<file path="src/rtl/ps2_key_sequencer.sv">
// PS/2 set-2 scan byte sequencer: tracks prefixes and modifiers, drives an external
// scan-code-to-ASCII lookup, and buffers characters in a small valid/ready FIFO.
module ps2_key_sequencer #(
  parameter int FIFO_DEPTH = 4
) (
  input  logic       clk,
  input  logic       reset,
  input  logic [7:0] scan_byte,
  input  logic       scan_valid,
  output logic [7:0] lookup_code,
  output logic       lookup_case,
  input  logic [7:0] lookup_ascii,
  output logic [7:0] ascii_data,
  output logic       ascii_valid,
  input  logic       ascii_ready,
  output logic       caps_lock,
  output logic       overflow,
  input  logic       ovf_clr
);

  localparam int PTR_W = (FIFO_DEPTH > 1) ? $clog2(FIFO_DEPTH) : 1;
  localparam int CNT_W = $clog2(FIFO_DEPTH + 1);

  localparam logic [1:0] ST_IDLE    = 2'd0;
  localparam logic [1:0] ST_BRK     = 2'd1;
  localparam logic [1:0] ST_EXT     = 2'd2;
  localparam logic [1:0] ST_EXT_BRK = 2'd3;

  logic [1:0]       state_q, state_d;
  logic             shift_l_q, shift_l_d;
  logic             shift_r_q, shift_r_d;
  logic             caps_q, caps_d;
  logic             ovf_q, ovf_d;
  logic [7:0]       code_q, code_d;
  logic             case_q, case_d;
  logic             emit_pend_q, emit_pend_d;
  logic [PTR_W-1:0] wr_ptr_q, rd_ptr_q;
  logic [CNT_W-1:0] count_q;
  logic [7:0]       mem [FIFO_DEPTH];

  logic full, do_pop, do_push, drop;

  // NOTE: every signal assigned here gets a default first, so no path leaves it unassigned and no latch is inferred.
  always_comb begin
    state_d     = state_q;
    shift_l_d   = shift_l_q;
    shift_r_d   = shift_r_q;
    caps_d      = caps_q;
    code_d      = code_q;
    case_d      = case_q;
    emit_pend_d = 1'b0;
    if (scan_valid) begin
      unique case (state_q)
        ST_IDLE: begin
          if (scan_byte == 8'hE0)      state_d = ST_EXT;
          else if (scan_byte == 8'hF0) state_d = ST_BRK;
          else begin
            unique case (scan_byte)
              8'h12:        shift_l_d = 1'b1;
              8'h59:        shift_r_d = 1'b1;
              8'h58:        caps_d    = ~caps_q;
              8'h14, 8'h11: ;
              default:      emit_pend_d = 1'b1;
            endcase
          end
        end
        ST_BRK: begin
          if (scan_byte == 8'h12) shift_l_d = 1'b0;
          if (scan_byte == 8'h59) shift_r_d = 1'b0;
          state_d = ST_IDLE;
        end
        ST_EXT: begin
          if (scan_byte == 8'hF0) state_d = ST_EXT_BRK;
          else begin
            if (scan_byte == 8'h5A || scan_byte == 8'h4A) emit_pend_d = 1'b1;
            state_d = ST_IDLE;
          end
        end
        default: state_d = ST_IDLE;
      endcase
    end
    // Case comes from the modifier state before this byte was applied.
    if (emit_pend_d) begin
      code_d = scan_byte;
      case_d = (shift_l_q | shift_r_q) ^ caps_q;
    end
  end

  assign full    = (count_q == CNT_W'(FIFO_DEPTH));
  assign do_pop  = ascii_valid & ascii_ready;
  assign do_push = emit_pend_q & (~full | do_pop);
  assign drop    = emit_pend_q & full & ~do_pop;

  always_comb begin
    ovf_d = ovf_q;
    if (drop)         ovf_d = 1'b1;
    else if (ovf_clr) ovf_d = 1'b0;
  end

  // NOTE: state registers use non-blocking assignments so every flop samples pre-edge values.
  always_ff @(posedge clk) begin
    if (reset) begin
      state_q     <= ST_IDLE;
      shift_l_q   <= 1'b0;
      shift_r_q   <= 1'b0;
      caps_q      <= 1'b0;
      ovf_q       <= 1'b0;
      code_q      <= 8'h00;
      case_q      <= 1'b0;
      emit_pend_q <= 1'b0;
      wr_ptr_q    <= '0;
      rd_ptr_q    <= '0;
      count_q     <= '0;
    end else begin
      state_q     <= state_d;
      shift_l_q   <= shift_l_d;
      shift_r_q   <= shift_r_d;
      caps_q      <= caps_d;
      ovf_q       <= ovf_d;
      code_q      <= code_d;
      case_q      <= case_d;
      emit_pend_q <= emit_pend_d;
      if (do_push) wr_ptr_q <= wr_ptr_q + PTR_W'(1);
      if (do_pop)  rd_ptr_q <= rd_ptr_q + PTR_W'(1);
      unique case ({do_push, do_pop})
        2'b10:   count_q <= count_q + CNT_W'(1);
        2'b01:   count_q <= count_q - CNT_W'(1);
        default: ;
      endcase
    end
  end

  // NOTE: the storage array has no reset; entries are only observable once written, and the head is masked while empty.
  always_ff @(posedge clk) begin
    if (do_push) mem[wr_ptr_q] <= lookup_ascii;
  end

  assign ascii_valid = (count_q != '0);
  assign ascii_data  = ascii_valid ? mem[rd_ptr_q] : 8'h00;
  assign lookup_code = code_q;
  assign lookup_case = case_q;
  assign caps_lock   = caps_q;
  assign overflow    = ovf_q;

endmodule

</file>
<file path="config.mk">
export PLATFORM = sky130hd
export DESIGN_NAME = ps2_key_sequencer
export DESIGN_NICKNAME = d
export VERILOG_FILES = /design/src/rtl/ps2_key_sequencer.sv
export SDC_FILE = /design/constraint.sdc
export NUM_CORES = 1
export LEC_CHECK = 0
export ABC_CLOCK_PERIOD_IN_PS = 2700
export CAP_MARGIN = 20
export CORE_MARGIN = 2
export CORE_UTILIZATION = 45
export DETAILED_ROUTE_END_ITERATION = 10
export PLACE_DENSITY_LB_ADDON = 0.12
export SYNTH_ARGS = -nofsm -noshare
export SYNTH_HDL_FRONTEND = slang
export SYNTH_SLANG_ARGS = --single-unit
</file>
<file path="constraint.sdc">
create_clock -name clk -period 2.7 [get_ports clk]
set_clock_uncertainty 0.15 [all_clocks]
set_input_delay 0.54 -clock clk [delete_from_list [all_inputs] [get_ports clk]]
set_output_delay 0.54 -clock clk [all_outputs]
set_load 0.02 [all_outputs]
</file>
==> results of run 1 <==
-- sequential cells by signal (all words and copies together) (netlist names), named ones only --
signal	cells
shift_l_q	1
overflow	1
lookup_case	1
emit_pend_q	1
wr_ptr_q	2
lookup_code	8
state_q	2
caps_lock	1
shift_r_q	1
mem	32
count_q	3
rd_ptr_q	2
-- synth_stat cells (all sizes together), types with 2 or more instances --
| cell type | number |
|---|---|
| a21oi | 5 |
| and2 | 13 |
| buf | 3 |
| clkbuf | 5 |
| dfxtp | 25 |
| edfxtp | 32 |
| ha | 5 |
| inv | 8 |
| mux2i | 12 |
| mux4 | 8 |
| nand2 | 2 |
| nand2b | 16 |
| nand3 | 2 |
| nor2 | 20 |
| nor2b | 3 |
| nor3b | 3 |
| nor4b | 2 |
| o21ai | 3 |
| or3 | 2 |
| xnor2 | 3 |
| xor2 | 5 |
-- what timing repair did --
action | 4_1_cts | 5_1_grt
setup endpoints to repair | 8 | 1
gates cloned | 0 | 0
gates resized for setup | 8 | 1
hold buffers | 0 | 0
endpoints found under the hold margin | 0 | 0
pin swaps | 0 | 0
-- logic make-up (layout without fill, tap and decap cells) --
| family | count (synthesis) | count (layout) | share of synthesized area |
|---|---|---|---|
| buf+inv | 16 | 70 | 0.0293 |
| fa+ha+maj | 6 | 6 | 0.0333 |
| flops | 57 | 57 | 0.590 |
| xor+xnor | 8 | 8 | 0.0283 |
| simple gates | 72 | 72 | 0.174 |
| compound gates | 8 | 8 | 0.0177 |
| mux | 21 | 21 | 0.127 |
-- worst max-delay path: cells and delay by family, from the launching register on --
kind          cells  cell delay, ns
buf+inv           2            0.51
simple gates      1            0.17
flops             1            0.31
mux               1            0.54
-- power breakdown --
| group | internal (mW) | switching [mW] |
|---|---|---|
| Clock | 0.416 | 0.301 |
| Combinational | 0.331 | 0.359 |
| Sequential | 0.978 | 0.0449 |
-- metal layers --
metal / track usage / vias up
met2: 0.296 / 42
li1: - / 763
met1: 0.160 / 774
met3: 0.0368 / 12
met5: 0 / -
met4: 0.104 / 0
-- worst min path at each step --
stage / start / end / slack (ns) / cells past startpoint
floorplan: emit_pend_q / overflow / 0.30 / 2
global placement: lookup_code[0] / lookup_code[0] / 0.32 / 2
detailed placement: lookup_code[7] / lookup_code[7] / 0.33 / 2
CTS: lookup_code[7] / lookup_code[7] / 0.34 / 2
global route: lookup_code[6] / lookup_code[6] / 0.36 / 2
finish: lookup_code[7] / lookup_code[7] / 0.33 / 2
-- final cells by class --
type / instances / area (um^2) / share of cell area
timing repair buffer: 46 / 435 / 0.138
tap: 72 / 90.1 / 0.0287
inverter: 8 / 30.0 / 0.00955
clock buffer: 11 / 131 / 0.0418
multi-input combinational: 115 / 950 / 0.302
sequential: 57 / 1460 / 0.465
clock inverter: 5 / 46.3 / 0.0147
-- cells in the final DEF (no fill, tap or decap), types with 6 or more instances in the layout --
cell type / count
sky130_fd_sc_hd__nand2b_1: 16
sky130_fd_sc_hd__nor2_1: 20
sky130_fd_sc_hd__and2_1: 13
sky130_fd_sc_hd__inv_1: 8
sky130_fd_sc_hd__mux4_2: 8
sky130_fd_sc_hd__dfxtp_1: 25
sky130_fd_sc_hd__clkbuf_8: 9
sky130_fd_sc_hd__buf_4: 6
sky130_fd_sc_hd__mux2i_1: 12
sky130_fd_sc_hd__dlygate4sd2_1: 8
sky130_fd_sc_hd__clkdlybuf4s50_1: 32
sky130_fd_sc_hd__edfxtp_1: 32
-- stage by stage --
| stage | area (um^2) | hold WS, ns | util | setup WS, ns |
|---|---|---|---|---|
| global route | 3140 | 0.359 | 0.582 | -0.000929 |
| floorplan | 2480 | 0.297 | - | 0.204 |
| finish | 3140 | 0.333 | 0.582 | 0.174 |
| detailed placement | 2970 | 0.329 | 0.550 | -0.228 |
| CTS | 3140 | 0.340 | 0.581 | 0.117 |
| global placement | 2970 | 0.318 | 0.550 | -0.0891 |
==> metrics.log, run 1 <==
INFO  metric timing.slew.headroom = 0.659
INFO  metric end_point_of_the_critical_path = ascii_data[5]
INFO  metric setup_crit_end_kind = output pin
INFO  metric netlist_instances = ~190
INFO  metric cts_made_buffers = 9
INFO  metric cts.reportedPaths.clkPinSlew = about 0.06 ns
INFO  metric critical_path_arrival = between 1.5 and 2 ns
INFO  metric post-dp-hpwl = approximately 3.2 mm
INFO  metric place_congestion = between 0.7 and 0.8
INFO  metric crit_type = register to output pin
INFO  metric setup_total_negative_slack = 0 ns
INFO  metric number_of_nets_with_antenna_violations_after_routing = 0
INFO  metric synth.cell_area = 0.00248 mm^2
INFO  metric share_of_post_route_cells_with_drive_strength_above_1 = 0.132
INFO  metric netlist.area_leader.share = 0.388
INFO  metric totalWireLength = about 4.5 mm
INFO  metric design.die.area = between 0.006 and 0.007 mm^2
INFO  metric portBuffers = 40
INFO  metric fp.dieH = 78.2 um
INFO  metric num_antenna_cells = 0
INFO  metric synth_edf_count = 32
INFO  metric reg2reg_setup_slack = around 0.24 ns
INFO  metric hold_path.class = register to register
INFO  metric met3_wirelength = between 150 and 200 um
INFO  metric placement_rows = 27
INFO  metric syn-mean-instance-area = between 10 and 15 um^2
INFO  metric cts_tree = built
INFO  metric worst_path_max_delay_cell = sky130_fd_sc_hd__mux4_2
INFO  metric routed_via_density = between 5 and 6
INFO  metric numClockSinks = 57
INFO  metric crit-reg2reg-launch = count_q[0]
INFO  metric total_leakage_power = around 1.2 nW
INFO  metric worst_ir_drop_vdd = just over 0.4 mV
INFO  metric synth.lib_cells_used.distinct = 37
INFO  metric critical_path.cell_chain = buf_4 > mux4_2 > and2_1 > dlygate4sd2_1
INFO  metric dr_wl_met2 = 2.47 mm
INFO  metric num-nets-final = 264
INFO  metric outcome = finished, final reports clean
INFO  metric ys_seq_elements = between 50 and 60
INFO  metric syn_nets = approximately 220
INFO  metric reported_max_cap_violation_count = 0
INFO  metric grt_pass1_wl = around 7.4 mm
INFO  metric timing.final.crit_period = ~2.5 ns
INFO  metric clkLatencyLatePin = about 0.32 ns
INFO  metric synth_sequential_area_ratio = 0.590
INFO  metric hold_viol = 0
INFO  metric worst-r2r-cell-count = 8
INFO  metric area_growth_syn_to_layout = 26.9%
INFO  metric gr-usage-all-layers = 0.160
INFO  metric post-cts-setup-buffers = 0
INFO  metric remaining_drc_errors = 0
INFO  metric global_route.overflow_total = 0
INFO  metric setup_violations = 0
INFO  metric postSynth.asyncResetShare = 0
INFO  metric top_level_ports = 41
INFO  metric timing.critical_path.fanout_max = 8
INFO  metric coreArea = roughly 0.0054 mm^2
INFO  metric fp.dieW = 78.2 um
INFO  metric drt_pass1_iterations = 4
INFO  metric clockRootBuffer = sky130_fd_sc_hd__clkbuf_8
INFO  metric wl_per_cell = about 14 um
INFO  metric fin_crit_sh = 0.936
INFO  metric cts_htree_levels = 3
INFO  metric r2r_end = count_q[2]
INFO  metric dpl.cell_count = slightly below 300
INFO  metric finish.cell_count_without_fillers = about 310
INFO  metric fmax = 396 MHz
INFO  metric initial_utilization = 0.458
INFO  metric yosys_most_used_dff = sky130_fd_sc_hd__edfxtp_1
INFO  metric max-clock-path-buffers = 2
INFO  metric antenna_found_initial = 0
INFO  metric maxSlewViolCount = 0
INFO  metric p_total = approximately 2.4 mW
INFO  metric cp_data_required_time = ~2.0 ns
INFO  metric synth.top_cells.by_area = sky130_fd_sc_hd__edfxtp_1, sky130_fd_sc_hd__dfxtp_1, sky130_fd_sc_hd__mux4_2
INFO  metric highest_layer = met4
INFO  metric routedLengthMet1 = ~1.7 mm
INFO  metric routed-via-count = roughly 1600
INFO  metric synth_top_cell_by_area = sky130_fd_sc_hd__edfxtp_1
INFO  metric first_global_vias = roughly 1700
INFO  metric grt_max_degree = 21
INFO  metric pin_slew_with_the_least_headroom_to_its_limit = around 0.5 ns
INFO  metric fill_cell_count = 449
INFO  metric first_iter_violations = 68
INFO  metric power-per-cell-area = a little under 800 mW/mm^2
INFO  metric critical_path.max_stage_delay = 0.54 ns
INFO  metric synth_warnings = 0
INFO  metric worst_setup_path_start_kind = register
Note: power is estimated with default switching activity, not from simulation.
==> inputs of run 2 (changes only) <==
--- a/config.mk
+++ b/config.mk
@@ -10,6 +10,7 @@
 export CORE_MARGIN = 2
 export CORE_UTILIZATION = 45
 export DETAILED_ROUTE_END_ITERATION = 10
+export MAX_ROUTING_LAYER = met4
 export PLACE_DENSITY_LB_ADDON = 0.12
 export SYNTH_ARGS = -nofsm -noshare
 export SYNTH_HDL_FRONTEND = slang
==> run 2 against run 1 <==
Effect of this change:
- sequential share of layout area unchanged
- critical path depth is the same
- critical endpoint unchanged
- global-route usage increased by 0.45 points
- highest routed layer unchanged
- flip-flop and latch count did not move
- maximum frequency is 0.24% higher
==> metrics.log, run 2 (synthesized netlist as in run 1, its figures left out) <==
INFO  metric setup_total_negative_slack = 0 ns (unchanged)
INFO  metric postLayoutSetupSlackWorst = 0.180 ns (was 0.174 ns)
INFO  metric ctsHoldBuffers = 0 (unchanged)
INFO  metric flip_flop_count_of_the_largest_register_all_copies_and_words_added = 32 (unchanged)
INFO  metric hold_path.class = register to register (unchanged)
INFO  metric cts.reportedPaths.clkPinSlew = 0.06 ns (about the same)
INFO  metric fp.dieH = 78.2 um (unchanged)
INFO  metric regMostFlops = mem (unchanged)
INFO  metric netSwitchingPower = 703 uW (was 705 uW)
INFO  metric pwr-share-clk = 0.295 (about the same)
INFO  metric place_congestion = 0.729 (was 0.720)
INFO  metric critical_path_buffers_and_inverters = 2 (unchanged)
INFO  metric share_of_post_route_cells_with_drive_strength_above_1 = 0.132 (unchanged)
INFO  metric maxSlewViolCount = 0 (unchanged)
INFO  metric outcome = finished, final reports clean (unchanged)
INFO  metric worst_ir_drop_vdd = 0.404 mV (about the same)
INFO  metric num_antenna_cells = 0 (unchanged)
INFO  metric fmax = 397 MHz (was 396 MHz)
INFO  metric critical_path.top_delay_family = multiplexers (unchanged)
INFO  metric power-per-cell-area = 772 mW/mm^2 (was 773 mW/mm^2)
INFO  metric coreArea = 0.00541 mm^2 (unchanged)
INFO  metric antenna_found_initial = 0 (unchanged)
INFO  metric critical_path.cell_chain = buf_4 > mux4_2 > and2_1 > dlygate4sd2_1 (unchanged)
INFO  metric num-nets-final = 264 (unchanged)
INFO  metric design.die.area = 0.00611 mm^2 (unchanged)
INFO  metric grt_max_degree = 21 (unchanged)
INFO  metric worst_setup_path_start_kind = register (unchanged)
INFO  metric timing.slew.headroom = 0.656 (was 0.659)
INFO  metric worst_path_max_delay_cell = sky130_fd_sc_hd__mux4_2 (unchanged)
INFO  metric fin_crit_sh = 0.933 (was 0.936)
INFO  metric max-clock-path-buffers = 2 (unchanged)
INFO  metric critical_path.max_stage_delay = 0.53 ns (was 0.54 ns)
INFO  metric clockRootBuffer = sky130_fd_sc_hd__clkbuf_8 (unchanged)
INFO  metric finalCoreUtilization = 0.582 (unchanged)
INFO  metric critical_path_arrival = 1.83 ns (was 1.84 ns)
INFO  metric grt_pass1_wl = 7.41 mm (unchanged)
INFO  metric cts_made_buffers = 9 (unchanged)
INFO  metric cts_htree_levels = 3 (unchanged)
INFO  metric setup_crit_end_kind = output pin (unchanged)
INFO  metric hold_viol = 0 (unchanged)
INFO  metric number_of_nets_with_antenna_violations_after_routing = 0 (unchanged)
INFO  metric p_total = 2.43 mW (about the same)
INFO  metric initial_utilization = 0.458 (unchanged)
INFO  metric setup_violations = 0 (unchanged)
INFO  metric timing.final.crit_period = 2.52 ns (was 2.53 ns)
INFO  metric cts_tree = built (unchanged)
INFO  metric pin_slew_with_the_least_headroom_to_its_limit = 0.515 ns (was 0.510 ns)
INFO  metric first_global_vias = 1690 (was 1685)
INFO  metric placement_rows = 27 (unchanged)
INFO  metric totalWireLength = 4.49 mm (was 4.48 mm)
INFO  metric post-dp-hpwl = 3.23 mm (unchanged)
INFO  metric remaining_drc_errors = 0 (unchanged)
INFO  metric area_growth_syn_to_layout = 26.9% (unchanged)
INFO  metric most-common-layout-cells = sky130_fd_sc_hd__clkdlybuf4s50_1, sky130_fd_sc_hd__edfxtp_1, sky130_fd_sc_hd__dfxtp_1, sky130_fd_sc_hd__nor2_1, sky130_fd_sc_hd__nand2b_1 (unchanged)
INFO  metric cp_data_required_time = 2.01 ns (about the same)
INFO  metric crit_type = register to output pin (unchanged)
INFO  metric numClockSinks = 57 (unchanged)
INFO  metric first_iter_violations = 67 (was 68)
INFO  metric top_level_ports = 41 (unchanged)
INFO  metric drt_pass1_iterations = 4 (unchanged)
INFO  metric global_route.overflow_total = 0 (unchanged)
INFO  metric dp_worst_setup_slack = -0.228 ns (unchanged)
INFO  metric fp.dieW = 78.2 um (unchanged)
INFO  metric gr-usage-all-layers = 0.165 (was 0.160)
INFO  metric wl_per_cell = 14.3 um (about the same)
INFO  metric timing.critical_path.fanout_max = 8 (unchanged)
INFO  metric netSwitchingFraction = 0.290 (about the same)
INFO  metric portBuffers = 40 (unchanged)
INFO  metric routed-via-count = 1579 (was 1591)
INFO  metric total_leakage_power = 1.16 nW (unchanged)
INFO  metric clkLatencyLatePin = 0.31 ns (was 0.32 ns)
INFO  metric power.combinational.fraction = 0.284 (about the same)
INFO  metric internal-power = 1.72 mW (about the same)
INFO  metric reported_max_cap_violation_count = 0 (unchanged)
INFO  metric sequential_power_share = 0.421 (about the same)
INFO  metric routed_via_density = 5.03 (was 5.07)
## run 2: cell counts in the layout (fill, tap and decap cells not counted)
Identical to the previous run, type by type.
## run 2: stage by stage
step	hold slack, ns	cell area (um^2)	cells
CTS	0.340	3140	314
floorplan	0.297	2480	188
global placement	0.318	2970	298
finish	0.333	3140	314
detailed placement	0.329	2970	298
global route	0.359	3140	314
## run 2: repair_timing
action,CTS,global route
setup endpoints to repair,8,1
gates cloned,0,0
resized for setup,8,1
buffers inserted,0,0
## run 2: layout make-up
class | count | area (um^2)
flip-flops and latches | 57 | 1460
fillers | 449 | 2260
well taps | 72 | 90.1
clock inverters | 5 | 46.3
repair buffers | 46 | 435
multi-input cells | 115 | 950
inverters | 8 | 30.0
clock buffers | 11 | 131
## run 2: path summary, 6_finish.rpt
| path | startpoint | cells past startpoint | slack (ns) | end |
|---|---|---|---|---|
| worst min-delay path | lookup_code[7] | 2 | 0.33 | lookup_code[7] |
| worst max register to register | count_q[0] | 8 | 0.25 | count_q[2] |
| worst max-delay path | register | 4 | 0.18 | ascii_data[5] |
| worst min register to register | lookup_code[7] | 2 | 0.33 | lookup_code[7] |
## run 2: per-layer routing
metal  vias up  global-route usage  wire length (um)
met3         8              0.0368               205
met2        41               0.296              2480
met1       769               0.160              1740
met5         -                   -                 0
li1        761                   -                 -
met4         0               0.104                65
## run 2: tightest hold or removal path, cell delays in order, from the launching register on
cell and delay (ns):
sky130_fd_sc_hd__dfxtp_1 0.31, sky130_fd_sc_hd__nand2b_1 0.07, sky130_fd_sc_hd__mux2i_1 0.06
## run 2: power groups by stage
stage	Sequential, mW	Combinational (mW)	Clock, mW
CTS	1.02	0.699	0.739
detailed placement	1.04	0.747	0
global placement	1.03	0.724	0
floorplan	1.03	0.448	0
finish	1.02	0.690	0.715
global route	1.03	0.752	0.779
==> inputs of run 3 (changes only) <==
--- a/config.mk
+++ b/config.mk
@@ -10,6 +10,7 @@
 export CORE_MARGIN = 2
 export CORE_UTILIZATION = 45
 export DETAILED_ROUTE_END_ITERATION = 10
+export GPL_ROUTABILITY_DRIVEN = 0
 export MAX_ROUTING_LAYER = met4
 export PLACE_DENSITY_LB_ADDON = 0.12
 export SYNTH_ARGS = -nofsm -noshare
==> results of run 3 <==
No change in the layout: final DEF, timing and power equal those of run 2.
